`src/rtl/alu_pipe.sv`:
```
// -----------------------------------------------------------------------------
// alu_pipe: two-stage pipelined ALU with registered flags and valid/ready
// handshakes on both sides. It sits between the operand-issue logic and the
// result writeback path.
//
// Stage 1 registers the operands and the op select.
// Stage 2 registers the result and all flags.
// With no backpressure, a result appears two clock edges after its beat is
// accepted. Throughput is one beat per cycle.
//
// Optional feature: define ALU_STICKY_OF_EN to enable the sticky overflow
// flag. When the macro is undefined, sticky_of is tied low and sticky_clr is
// ignored.
//
// Ports:
//   clk        in   1      rising-edge clock
//   rst_n      in   1      asynchronous active-low reset
//   in_valid   in   1      operand beat is valid
//   in_ready   out  1      block can accept an operand beat
//   in_a/in_b  in   WIDTH  operands
//   in_op      in   OP_W   000 AND, 001 OR, 010 XOR, 011 NOR, 100 ADD,
//                          101 SUB, 110 SLT, 111 SLTU
//   out_valid  out  1      result beat is valid
//   out_ready  in   1      downstream accepts the result beat
//   out_s      out  WIDTH  result
//   out_eq     out  1      a == b
//   out_carry  out  1      carry on ADD, not-borrow on SUB, else 0
//   out_of     out  1      signed overflow on ADD/SUB, else 0
//   out_zero   out  1      out_s == 0
//   sticky_clr in   1      clears sticky_of
//   sticky_of  out  1      sticky overflow flag
// -----------------------------------------------------------------------------
module alu_pipe #(
    parameter int WIDTH = 32,
    parameter int OP_W  = 3
) (
    input  logic             clk,
    input  logic             rst_n,
    input  logic             in_valid,
    output logic             in_ready,
    input  logic [WIDTH-1:0] in_a,
    input  logic [WIDTH-1:0] in_b,
    input  logic [OP_W-1:0]  in_op,
    output logic             out_valid,
    input  logic             out_ready,
    output logic [WIDTH-1:0] out_s,
    output logic             out_eq,
    output logic             out_carry,
    output logic             out_of,
    output logic             out_zero,
    input  logic             sticky_clr,
    output logic             sticky_of
);

    localparam logic [OP_W-1:0] OP_AND  = 3'b000;
    localparam logic [OP_W-1:0] OP_OR   = 3'b001;
    localparam logic [OP_W-1:0] OP_XOR  = 3'b010;
    localparam logic [OP_W-1:0] OP_NOR  = 3'b011;
    localparam logic [OP_W-1:0] OP_ADD  = 3'b100;
    localparam logic [OP_W-1:0] OP_SUB  = 3'b101;
    localparam logic [OP_W-1:0] OP_SLT  = 3'b110;
    localparam logic [OP_W-1:0] OP_SLTU = 3'b111;

    logic             r_s1_valid;
    logic [WIDTH-1:0] r_s1_a;
    logic [WIDTH-1:0] r_s1_b;
    logic [OP_W-1:0]  r_s1_op;

    logic             r_s2_valid;
    logic [WIDTH-1:0] r_s2_s;
    logic             r_s2_eq;
    logic             r_s2_carry;
    logic             r_s2_of;
    logic             r_s2_zero;

    logic             w_s1_load;
    logic             w_s2_load;
    logic             w_is_sub;
    logic [WIDTH-1:0] w_b_eff;
    logic [WIDTH:0]   w_sum;
    logic             w_ovf;
    logic [WIDTH-1:0] w_res;
    logic             w_carry;
    logic             w_of;

    // A stage loads when empty or when its contents move on this same edge,
    // so a full pipeline with out_ready=1 still accepts a beat every cycle.
    assign w_s2_load = !r_s2_valid || out_ready;
    assign w_s1_load = !r_s1_valid || w_s2_load;
    assign in_ready  = w_s1_load;

    // SLT/SLTU reuse the subtractor: a - b decides the comparison.
    assign w_is_sub = (r_s1_op == OP_SUB) || (r_s1_op == OP_SLT) || (r_s1_op == OP_SLTU);
    assign w_b_eff  = w_is_sub ? ~r_s1_b : r_s1_b;
    assign w_sum    = {1'b0, r_s1_a} + {1'b0, w_b_eff} + {{WIDTH{1'b0}}, w_is_sub};
    assign w_ovf    = (r_s1_a[WIDTH-1] == w_b_eff[WIDTH-1]) &&
                      (w_sum[WIDTH-1] != r_s1_a[WIDTH-1]);

    always_comb begin
        w_res   = '0;
        w_carry = 1'b0;
        w_of    = 1'b0;
        case (r_s1_op)
            OP_AND:  w_res = r_s1_a & r_s1_b;
            OP_OR:   w_res = r_s1_a | r_s1_b;
            OP_XOR:  w_res = r_s1_a ^ r_s1_b;
            OP_NOR:  w_res = ~(r_s1_a | r_s1_b);
            OP_ADD, OP_SUB: begin
                w_res   = w_sum[WIDTH-1:0];
                w_carry = w_sum[WIDTH];
                w_of    = w_ovf;
            end
            // Signed less-than: sign of the difference corrected by overflow.
            OP_SLT:  w_res = {{(WIDTH-1){1'b0}}, w_sum[WIDTH-1] ^ w_ovf};
            // Unsigned less-than: a borrow occurred (no carry out).
            OP_SLTU: w_res = {{(WIDTH-1){1'b0}}, ~w_sum[WIDTH]};
            default: w_res = '0;
        endcase
    end

    always_ff @(posedge clk or negedge rst_n) begin
        if (!rst_n) begin
            r_s1_valid <= 1'b0;
            r_s1_a     <= '0;
            r_s1_b     <= '0;
            r_s1_op    <= '0;
        end else if (w_s1_load) begin
            r_s1_valid <= in_valid;
            if (in_valid) begin
                r_s1_a  <= in_a;
                r_s1_b  <= in_b;
                r_s1_op <= in_op;
            end
        end
    end

    // Result registers only change when a new beat lands, so they hold
    // stable while stalled and after the last beat drains.
    always_ff @(posedge clk or negedge rst_n) begin
        if (!rst_n) begin
            r_s2_valid <= 1'b0;
            r_s2_s     <= '0;
            r_s2_eq    <= 1'b0;
            r_s2_carry <= 1'b0;
            r_s2_of    <= 1'b0;
            r_s2_zero  <= 1'b0;
        end else if (w_s2_load) begin
            r_s2_valid <= r_s1_valid;
            if (r_s1_valid) begin
                r_s2_s     <= w_res;
                r_s2_eq    <= (r_s1_a == r_s1_b);
                r_s2_carry <= w_carry;
                r_s2_of    <= w_of;
                r_s2_zero  <= (w_res == '0);
            end
        end
    end

    assign out_valid = r_s2_valid;
    assign out_s     = r_s2_s;
    assign out_eq    = r_s2_eq;
    assign out_carry = r_s2_carry;
    assign out_of    = r_s2_of;
    assign out_zero  = r_s2_zero;

`ifdef ALU_STICKY_OF_EN
    logic r_sticky_of;

    // Set has priority over clear on a coincident edge.
    always_ff @(posedge clk or negedge rst_n) begin
        if (!rst_n) begin
            r_sticky_of <= 1'b0;
        end else if (r_s2_valid && out_ready && r_s2_of) begin
            r_sticky_of <= 1'b1;
        end else if (sticky_clr) begin
            r_sticky_of <= 1'b0;
        end
    end

    assign sticky_of = r_sticky_of;
`else
    logic w_unused_sticky_clr;

    assign w_unused_sticky_clr = sticky_clr;
    assign sticky_of           = 1'b0;
`endif

endmodule

```
`config.mk`:
```
export PLATFORM = sky130hd
export DESIGN_NAME = alu_pipe
export DESIGN_NICKNAME = d
export VERILOG_FILES = /design/src/rtl/alu_pipe.sv
export SDC_FILE = /design/constraint.sdc
export NUM_CORES = 1
export LEC_CHECK = 0
export ABC_CLOCK_PERIOD_IN_PS = 4000
export CORE_MARGIN = 4
export CORE_UTILIZATION = 55
export DETAILED_ROUTE_END_ITERATION = 10
export GPL_TIMING_DRIVEN = 0
export MAX_ROUTING_LAYER = met4
export PLACE_DENSITY = 0.9
export SLEW_MARGIN = 0
export SYNTH_ARGS = -nofsm -noshare
export SYNTH_HDL_FRONTEND = slang
export SYNTH_SLANG_ARGS = --single-unit
```
`constraint.sdc`:
```
create_clock -name clk -period 4 [get_ports clk]
set_input_delay 1.2 -clock clk [delete_from_list [all_inputs] [get_ports clk]]
set_output_delay 1.2 -clock clk [all_outputs]
set_load 0.02 [all_outputs]
```
==> results.ini, run 1 <==
[run_status]
status = complete, but fails checks
violations = negative setup slack

[logic_synthesis]
synthTopCellsByCount = dfrtp_1 (105), ha_1 (96), mux2_2 (80)
postSynthAreaPerCell_um2 = 9.27
synth.area.top_cells = dfrtp_1 (30%), ha_1 (14%), mux2_2 (10%)
yosys_warnings = 0
synth_area_mm2 = 0.00869
post-synth-top-count-cell = dfrtp_1
yosysTopAreaCell = dfrtp_1
yosysSeqAreaShare = 0.302
synth_top_area_share = 0.302
yosysUniqueCellTypes = 73
ys_ff_latch = 105
syn_nets = 1107
synth_cells = 938
synthArstFlopShare = 1.00
synth-main-ff-cell = dfrtp_1
synth_edf_count = 0

[critical_path]
cp_top_family = compound AO/OA/AOI/OAI gates
endpoint_kind = flop
path_max_fanout = 7
cpPeakStageDelay_ns = 0.46
crit_chain = o21ai_4, buf_12, xnor2_2, ha_2, nor2_4, a211oi_4, buf_4, o21ba_2, or3_4, a31oi_4, o2111ai_2, a2111oi_4, nand4_1, nor2_2, and4_1, a32o_1
worst_ep_required_time_ns = 4.30
crit_arrival_ns = 4.31
worst-path-buf-inv = 2
r2r_cells = 16
critPathSlowestCell = dfrtp_2
worst-path-stages = 16
start_kind = flop
crit_type = flop to flop

[floorplan]
die_w_um = 134
core.rowCount = 45
coreArea_mm2 = 0.0154
pin_count = 111
start_util = 0.566
fp.dieH_um = 134
dieArea_mm2 = 0.0179

[power_and_ir_drop]
p_clk_frac = 0.136
leakage_nw = 4.79
p_seq_frac = 0.233
swShare = 0.457
p_int_mw = 3.61
p_comb_frac = 0.632
p_sw_mw = 3.04
powerDensity_mw_per_mm2 = 601
peakVddDrop_mv = 0.413

[clock_tree]
cts_root_buf = clkbuf_16
htree_levels = 3
cts_tree = built
clock_latency_ns = 0.37
cts_buffer_depth = 2
cts_sinks = 105
numCtsBuffers = 9
clk_pin_slew_ns = 0.08

[sta]
hold_violations = 0
rsz0062_at_grt = true
drv_slew = 0
fmax_ghz = 0.249
tightest_slew_ns = 0.981
relSlewSlack = 0.346
finalCritPeriodShare = 1.00
whs_ns = 0.479
post-route-min-period_ns = 4.01
setup_violations = 1
finalClockSkew_ns = 0.0128
layout_setup_ws_ns = -0.0130

[job]
drv_cap = 0

[detailed_routing]
drt_iter0_markers = 983
num_vias = 8049
wl_per_cell_um = 21.3
routed_wl_mm = 27.7
vias_per_cell = 6.18
ant_nets = 0
firstDrtPassIters = 7
drc = 0

[cells_and_area]
syn2layout_area_growth_pct = 27.2
layout-drive-gt1-share = 0.213
post-route-util = 0.720
seq_area_mm2 = 0.00263
nNetsFinal = 1253
multi_input_area_mm2 = 0.00598
nFillCells = 1105

[global_route]
grt_max_degree = 65
grt_usage = 0.309
grt_pass1_wl_mm = 41.8
grt_pass1_vias = 7668
antenna_found_initial = 2
grt_overflow = 0

[worst_hold_path]
hold_depth = 2
hp-class = flop to flop

[place]
io_buffers = 108
hpwl_mm = 20.5
gp_congestion = 0.971

==> metrics by stage <==
stage / cell area, µm² / instances / total power [mW] / setup TNS [ns] / worst slack (ns)
2_1_floorplan: 8690 / 938 / 3.85 / 0 / 0.357
3_3_place_gp: 10000 / 1257 / 4.96 / -216.69 / -2.06
3_5_place_dp: 10100 / 1258 / 5.03 / -2.75 / -0.807
4_1_cts: 10600 / 1276 / 6.10 / 0 / 0.00307
5_1_grt: 11100 / 1302 / 7.01 / -0.145 / -0.145
6_report: 11100 / 1302 / 6.64 / -0.0130 / -0.0130
==> state kept, by name (all words and copies together), names as in the netlist <==
name        cells
out_valid       1
r_s1_op         3
out_eq          1
r_s1_valid      1
out_carry       1
out_zero        1
r_s1_a         32
out_of          1
out_s          32
r_s1_b         32
==> timing repair <==
item / CTS / global route
pin swaps: 9 / 40
endpoints found under the setup margin: 8 / 5
hold buffers: 0 / 0
buffers inserted: 3 / 24
gates resized for setup: 46 / 65
==> placed cells by master (no fill, tap or decap), types with 13 or more instances in the layout <==
cell,instances
xor2_1,24
a21oi_1,41
a211oi_1,29
mux2_2,80
inv_1,76
o21ai_0,36
clkdlybuf4s50_1,107
buf_2,15
ha_1,86
xnor2_1,49
nand2_1,72
nor2_1,28
clkbuf_1,26
dfrtp_1,102
mux2i_1,16
o211ai_1,13
buf_4,30
==> path summary, 6_finish.rpt <==
| check | start | end | slack [ns] |
|---|---|---|---|
| worst max-delay path | r_s1_op[0] | out_zero | -0.01 |
| worst min-delay path | out_s[2] | out_s[2] | 0.48 |
| worst max register to register | r_s1_op[0] | out_zero | -0.01 |
| worst min register to register | out_s[2] | out_s[2] | 0.48 |
| max in group asynchronous | rst_n | out_s[17] | 2.48 |
| min in group asynchronous | rst_n | r_s1_b[4] | 0.82 |
==> metal layers <==
layer | wire (µm) | global-route usage | vias up
li1 | - | - | 3653
met1 | 11000 | 0.383 | 3874
met2 | 13100 | 0.491 | 411
met3 | 2360 | 0.0634 | 111
met4 | 1250 | 0.130 | 0
met5 | 0 | - | -
==> kinds of logic (layout without fill, tap and decap cells) <==
group / count (synthesis) / after routing / synth area share
mux: 99 / 99 / 0.127
simple gates: 207 / 207 / 0.117
xor+xnor: 79 / 79 / 0.0796
buf+inv: 128 / 279 / 0.0613
compound gates: 222 / 222 / 0.171
fa+ha+maj: 97 / 97 / 0.140
flops: 105 / 105 / 0.302
other cells: 1 / 3 / 0.000431
==> power groups by stage <==
stage / Combinational, mW / Sequential [mW] / Clock (mW)
2_1_floorplan: 2.18 / 1.67 / 0
3_3_place_gp: 3.42 / 1.54 / 0
3_5_place_dp: 3.47 / 1.56 / 0
4_1_cts: 3.65 / 1.54 / 0.912
5_1_grt: 4.48 / 1.58 / 0.947
6_report: 4.20 / 1.55 / 0.900
==> worst min-delay path, delay by kind of cell (launching register included) <==
family / cells / cell delay [ns]
AOI/OAI and AO/OA: 1 / 0.06
DFF: 1 / 0.34
and+or+nand+nor: 1 / 0.05
==> area by class of cell <==
cell class | count | area share
Antenna cell | 2 | 0.000452
Buffer | 50 | 0.0261
Clock buffer | 10 | 0.0207
Clock inverter | 6 | 0.00622
Inverter | 77 | 0.0261
Multi-Input combinational cell | 705 | 0.540
Sequential cell | 105 | 0.238
Tap cell | 211 | 0.0239
Timing Repair Buffer | 136 | 0.118
(Power assumes the default switching activity.)
==> run 2, diff against run 1 <==
- CORE_UTILIZATION: 55 -> 50
- PLACE_DENSITY: 0.9 -> 0.84
==> results.ini, run 2 (synthesized netlist as in run 1, its figures left out) <==
[cells_and_area]
syn2layout_area_growth_pct = 26.1  ; was 27.2%
nFillCells = 1393  ; was 1105
layout-drive-gt1-share = 0.195  ; was 0.213
final_cell_mix = clkdlybuf4s50_1 (107), dfrtp_1 (102), ha_1 (88)  ; was clkdlybuf4s50_1 (107), dfrtp_1 (102), ha_1 (86)
final_common_cell = clkdlybuf4s50_1  ; unchanged
antennaDiodeCount = 0  ; was 2
nNetsFinal = 1242  ; was 1253

[floorplan]
pin_count = 111  ; unchanged
die_w_um = 140  ; was 134 µm
core.rowCount = 47  ; was 45
coreArea_mm2 = 0.0168  ; was 0.0154 mm²
fp.dieH_um = 140  ; was 134 µm
dieArea_mm2 = 0.0196  ; was 0.0179 mm²
start_util = 0.517  ; was 0.566

[power_and_ir_drop]
p_comb_frac = 0.627  ; was 0.632
p_int_mw = 3.50  ; was 3.61 mW
p_sw_mw = 3.00  ; was 3.04 mW
powerDensity_mw_per_mm2 = 593  ; was 601 mW/mm²
power_mw = 6.50  ; was 6.64 mW
peakVddDrop_mv = 0.322  ; was 0.413 mV
p_clk_frac = 0.136  ; about the same
leakage_nw = 4.73  ; was 4.79 nW
p_seq_frac = 0.238  ; was 0.233
swShare = 0.461  ; was 0.457

[global_route]
grt_usage = 0.278  ; was 0.309
grt_pass1_wl_mm = 41.9  ; was 41.8 mm
grt_overflow = 0  ; unchanged
grt_pass1_vias = 7678  ; was 7668
grt_max_degree = 63  ; was 65
antenna_found_initial = 0  ; was 2

[clock_tree]
htree_levels = 3  ; unchanged
cts_root_buf = clkbuf_16  ; unchanged
cts_sinks = 105  ; unchanged
numCtsBuffers = 9  ; unchanged
cts_buffer_depth = 2  ; unchanged
postCtsHoldBufs = 0  ; unchanged
cts_tree = built  ; unchanged
clk_pin_slew_ns = 0.08  ; about the same
clock_latency_ns = 0.36  ; was 0.37 ns

[sta]
setup_violations = 1  ; unchanged
finalCritPeriodShare = 1.02  ; was 1.00
post-route-min-period_ns = 4.09  ; was 4.01 ns
relSlewSlack = 0.413  ; was 0.346
hold_violations = 0  ; unchanged
finalClockSkew_ns = 0.00955  ; was 0.0128 ns
rsz0062_at_grt = true  ; unchanged
fmax_ghz = 0.245  ; was 0.249 GHz
tns_ns = -0.0889  ; was -0.0130 ns
tightest_slew_ns = 0.880  ; was 0.981 ns
drv_slew = 0  ; unchanged
layout_setup_ws_ns = -0.0889  ; was -0.0130 ns

[detailed_routing]
drc = 0  ; unchanged
routed_wl_mm = 27.1  ; was 27.7 mm
vias_per_cell = 6.09  ; was 6.18
num_vias = 7909  ; was 8049
drt_iter0_markers = 691  ; was 983
firstDrtPassIters = 5  ; was 7
ant_nets = 0  ; unchanged
wl_per_cell_um = 20.9  ; was 21.3 µm

[place]
hpwl_mm = 20.8  ; was 20.5 mm
gp_congestion = 0.973  ; was 0.971
io_buffers = 108  ; unchanged

[critical_path]
path_max_fanout = 6  ; was 7
crit_arrival_ns = 4.39  ; was 4.31 ns
rrSetupSlack_ns = -0.09  ; was -0.01 ns
crit_type = flop to flop  ; unchanged
r2r_cells = 15  ; was 16
rr_startpoint = r_s1_op[0]  ; unchanged
r2r-end = out_zero  ; unchanged
worst_ep_required_time_ns = 4.30  ; about the same
start_kind = flop  ; unchanged
endpoint_kind = flop  ; unchanged

[worst_hold_path]
hold_depth = 2  ; unchanged
hp-class = flop to flop  ; unchanged
min_to = out_s[2]  ; unchanged
hold_start = out_s[2]  ; unchanged

[job]
drv_cap = 0  ; unchanged

[run_status]
status = complete, but fails checks  ; unchanged
violations = negative setup slack  ; unchanged

run 2: cell count changes in the layout (fill, tap and decap cells not counted), sizes merged:
cell and change:
inv +3, clkinvlp +1, buf -12, clkinv -3, bufinv -1, diode -2
clkbuf +1
run 2: metrics by stage:
stage	hold WS [ns]	setup WS (ns)	area [µm²]	util	instances
2_1_floorplan	0.480	0.357	8690	-	938
3_3_place_gp	0.463	-2.21	10000	0.598	1266
3_5_place_dp	0.470	-0.916	10100	0.599	1267
4_1_cts	0.487	0.000719	10700	0.633	1290
5_1_grt	0.503	-0.166	11000	0.652	1298
6_report	0.484	-0.0889	11000	0.652	1298
run 2: metal layers:
metal	share of wire	GRT usage	routed length (µm)
met5	0	-	0
met4	0.033	0.0943	899
met3	0.074	0.0429	2010
met2	0.48	0.454	13000
met1	0.41	0.355	11100
run 2: how the worst max path moves through the flow:
stage | slack (ns) | depth (start not counted) | startpoint | to
6_report | -0.09 | 15 | r_s1_op[0] | out_zero
5_1_grt | -0.17 | 16 | r_s1_op[0] | out_zero
4_1_cts | 0.0007 | 15 | r_s1_op[1] | out_zero
3_5_place_dp | -0.92 | 15 | r_s1_op[0] | out_zero
3_3_place_gp | -2.21 | 1 | rst_n | r_s1_a[2]
2_1_floorplan | 0.36 | 16 | r_s1_op[0] | out_zero
run 2: final cells by class:
class	instances	area (µm²)	area share
clock buffer	10	239	0.0218
inverter	77	289	0.0264
buffer	50	283	0.0258
timing repair buffer	125	1230	0.113
tap	220	275	0.0251
sequential	105	2630	0.240
clock inverter	6	48.8	0.00445
multi-input combinational	705	5960	0.544
run 2: timing repair:
action | 4_1_cts | 5_1_grt
endpoints found under the setup margin | 8 | 4
gates resized for setup | 53 | 46
gates cloned | 0 | 0
pin swaps | 19 | 26
buffers inserted | 7 | 9
run 2: critical path, cell delays in order (launching register included):
cell and delay, ns:
dfrtp_2 0.44, o21ai_4 0.35, xnor2_2 0.18, inv_1 0.09, fa_2 0.36, nand2b_4 0.17, a211oi_4 0.43, o211ai_1 0.20
and4_4 0.20, a211oi_4 0.35, o311ai_4 0.19, a2111oi_4 0.36, nand4_1 0.17, nor2_2 0.16, and4_1 0.19, a32o_1 0.17
run 2: power by group through the flow:
stage,logic (mW),registers [mW],clock network (mW)
floorplan,2.18,1.67,0
global placement,3.42,1.55,0
detailed placement,3.47,1.56,0
CTS,3.71,1.54,0.897
global route,4.36,1.58,0.947
finish,4.07,1.54,0.883
==> run 3, diff against run 2 <==
- CORE_MARGIN: 4 -> 10
==> results.ini, run 3 (synthesized netlist as in run 1, its figures left out) <==
[global_route]
grt_overflow = 0  ; unchanged
antenna_found_initial = 1  ; was 0
grt_usage = 0.238  ; was 0.278
grt_pass1_wl_mm = 43.4  ; was 41.9 mm
grt_pass1_vias = 7722  ; was 7678
grt_max_degree = 64  ; was 63

[sta]
hold_violations = 0  ; unchanged
relSlewSlack = 0.385  ; was 0.413
fmax_ghz = 0.247  ; was 0.245 GHz
tns_ns = -0.0507  ; was -0.0889 ns
rsz0062_at_grt = true  ; unchanged
post-route-min-period_ns = 4.05  ; was 4.09 ns
tightest_slew_ns = 0.923  ; was 0.880 ns
whs_ns = 0.478  ; was 0.484 ns
finalClockSkew_ns = 0.00643  ; was 0.00955 ns
setup_violations = 1  ; unchanged
drv_slew = 0  ; unchanged
layout_setup_ws_ns = -0.0507  ; was -0.0889 ns
finalCritPeriodShare = 1.01  ; was 1.02

[cells_and_area]
layout-drive-gt1-share = 0.225  ; was 0.195
nNetsFinal = 1263  ; was 1242
post-route-util = 0.659  ; was 0.652
final_common_cell = clkdlybuf4s50_1  ; unchanged
final_cell_mix = clkdlybuf4s50_1 (107), dfrtp_1 (102), ha_1 (89)  ; was clkdlybuf4s50_1 (107), dfrtp_1 (102), ha_1 (88)
final_area_mm2 = 0.0113  ; was 0.0110 mm²
stdcell_count = 1325  ; was 1298
syn2layout_area_growth_pct = 30.3  ; was 26.1%
nFillCells = 1393  ; unchanged

[clock_tree]
clock_latency_ns = 0.37  ; was 0.36 ns
cts_buffer_depth = 2  ; unchanged
clk_pin_slew_ns = 0.07  ; was 0.08 ns
cts_tree = built  ; unchanged
numCtsBuffers = 9  ; unchanged
cts_sinks = 105  ; unchanged
cts_root_buf = clkbuf_16  ; unchanged
htree_levels = 3  ; unchanged
postCtsHoldBufs = 0  ; unchanged

[critical_path]
start_kind = flop  ; unchanged
crit_type = flop to flop  ; unchanged
path_max_fanout = 6  ; unchanged
crit_path_frequent_cell = nand4_1  ; was a211oi_4
crit_arrival_ns = 4.35  ; was 4.39 ns
cpPeakStageDelay_ns = 0.44  ; about the same
worst_ep_required_time_ns = 4.30  ; about the same
worst-path-buf-inv = 2  ; was 1
crit_chain = o21ai_4, clkbuf_16, xnor2_1, ha_4, buf_4, nand4_1, o21ba_1, or3_1, a31oi_4, o2111ai_2, a2111oi_4, nand4_1, nor2_1, and4_1, a32o_1  ; was o21ai_4, xnor2_2, inv_1, fa_2, nand2b_4, a211oi_4, o211ai_1, and4_4, a211oi_4, o311ai_4, a2111oi_4, nand4_1, nor2_2, and4_1, a32o_1
rrSetupSlack_ns = -0.05  ; was -0.09 ns
cp_top_family = compound AO/OA/AOI/OAI gates  ; unchanged
critPathSlowestCell = dfrtp_2  ; unchanged
endpoint_kind = flop  ; unchanged

[detailed_routing]
num_vias = 7944  ; was 7909
vias_per_cell = 6.00  ; was 6.09
ant_nets = 0  ; unchanged
drt_iter0_markers = 683  ; was 691
firstDrtPassIters = 5  ; unchanged
routed_wl_mm = 28.4  ; was 27.1 mm
wl_per_cell_um = 21.5  ; was 20.9 µm
drc = 0  ; unchanged

[place]
dpl_cell_area_mm2 = 0.0101  ; about the same
place_inst = 1272  ; was 1267
hpwl_mm = 21.6  ; was 20.8 mm
dp_slack_ns = -0.969  ; was -0.916 ns
io_buffers = 108  ; unchanged
gp_congestion = 0.946  ; was 0.973

[floorplan]
pin_count = 111  ; unchanged
fp.dieH_um = 152  ; was 140 µm
core.rowCount = 48  ; was 47
die_w_um = 152  ; was 140 µm
coreArea_mm2 = 0.0172  ; was 0.0168 mm²
start_util = 0.506  ; was 0.517
dieArea_mm2 = 0.0231  ; was 0.0196 mm²

[run_status]
violations = negative setup slack  ; unchanged
status = complete, but fails checks  ; unchanged

[power_and_ir_drop]
leakage_nw = 4.89  ; was 4.73 nW
peakVddDrop_mv = 0.327  ; was 0.322 mV
power_mw = 6.85  ; was 6.50 mW
powerDensity_mw_per_mm2 = 605  ; was 593 mW/mm²

[job]
drv_cap = 0  ; unchanged

[worst_hold_path]
hp-class = flop to flop  ; unchanged

-- run 3: cell count changes in the layout (fill, tap and decap cells not counted), moves of 3 or more --
cell | previous run | this run
a21oi_1 | 44 | 38
a21oi_2 | 4 | 7
a21oi_4 | 2 | 5
buf_4 | 17 | 38
o21ai_2 | 6 | 3
o21ai_4 | 1 | 4
-- run 3: worst paths after layout --
check	startpoint	endpoint	depth (start not counted)
min in group asynchronous	rst_n	r_s1_a[23]	1
max reg2reg	r_s1_op[0]	out_zero	15
min reg2reg	out_s[10]	out_s[10]	2
max	r_s1_op[0]	out_zero	15
min	out_s[10]	out_s[10]	2
max in group asynchronous	rst_n	r_s1_op[0]	2
-- run 3: layer usage --
metal	share of wire	GRT usage	wire length (µm)
met1	0.41	0.301	11800
met2	0.48	0.382	13600
met3	0.078	0.0395	2230
met4	0.030	0.0743	850
met5	0	-	0
-- run 3: layout make-up --
cell class | instances | area (µm²) | area share
Multi-Input combinational cell | 705 | 6110 | 0.540
Timing Repair Buffer | 146 | 1410 | 0.124
Clock buffer | 11 | 253 | 0.0223
Buffer | 50 | 292 | 0.0257
Tap cell | 225 | 282 | 0.0249
Inverter | 77 | 289 | 0.0255
Clock inverter | 5 | 60.1 | 0.00530
Sequential cell | 105 | 2630 | 0.232
Antenna cell | 1 | 2.50 | 0.000221
-- run 3: worst reg2reg max path, stage by stage (launching register included) --
cell and delay, ns:
dfrtp_2 0.44, o21ai_4 0.40, clkbuf_16 0.24, xnor2_1 0.18
ha_4 0.28, buf_4 0.16, nand4_1 0.13, o21ba_1 0.17
or3_1 0.39, a31oi_4 0.28, o2111ai_2 0.19, a2111oi_4 0.42
nand4_1 0.15, nor2_1 0.19, and4_1 0.20, a32o_1 0.17
-- run 3: repair_timing --
| action | 4_1_cts | 5_1_grt |
|---|---|---|
| resized for setup | 59 | 67 |
| pin swaps | 17 | 41 |
| buffers inserted | 10 | 26 |
| gates cloned | 0 | 1 |
| endpoints found under the setup margin | 8 | 6 |
-- run 3: report_power, final --
| group | switching, mW | internal, mW |
|---|---|---|
| registers | 0.242 | 1.31 |
| clock network | 0.430 | 0.523 |
| logic | 2.45 | 1.90 |
| total | 3.12 | 3.73 |
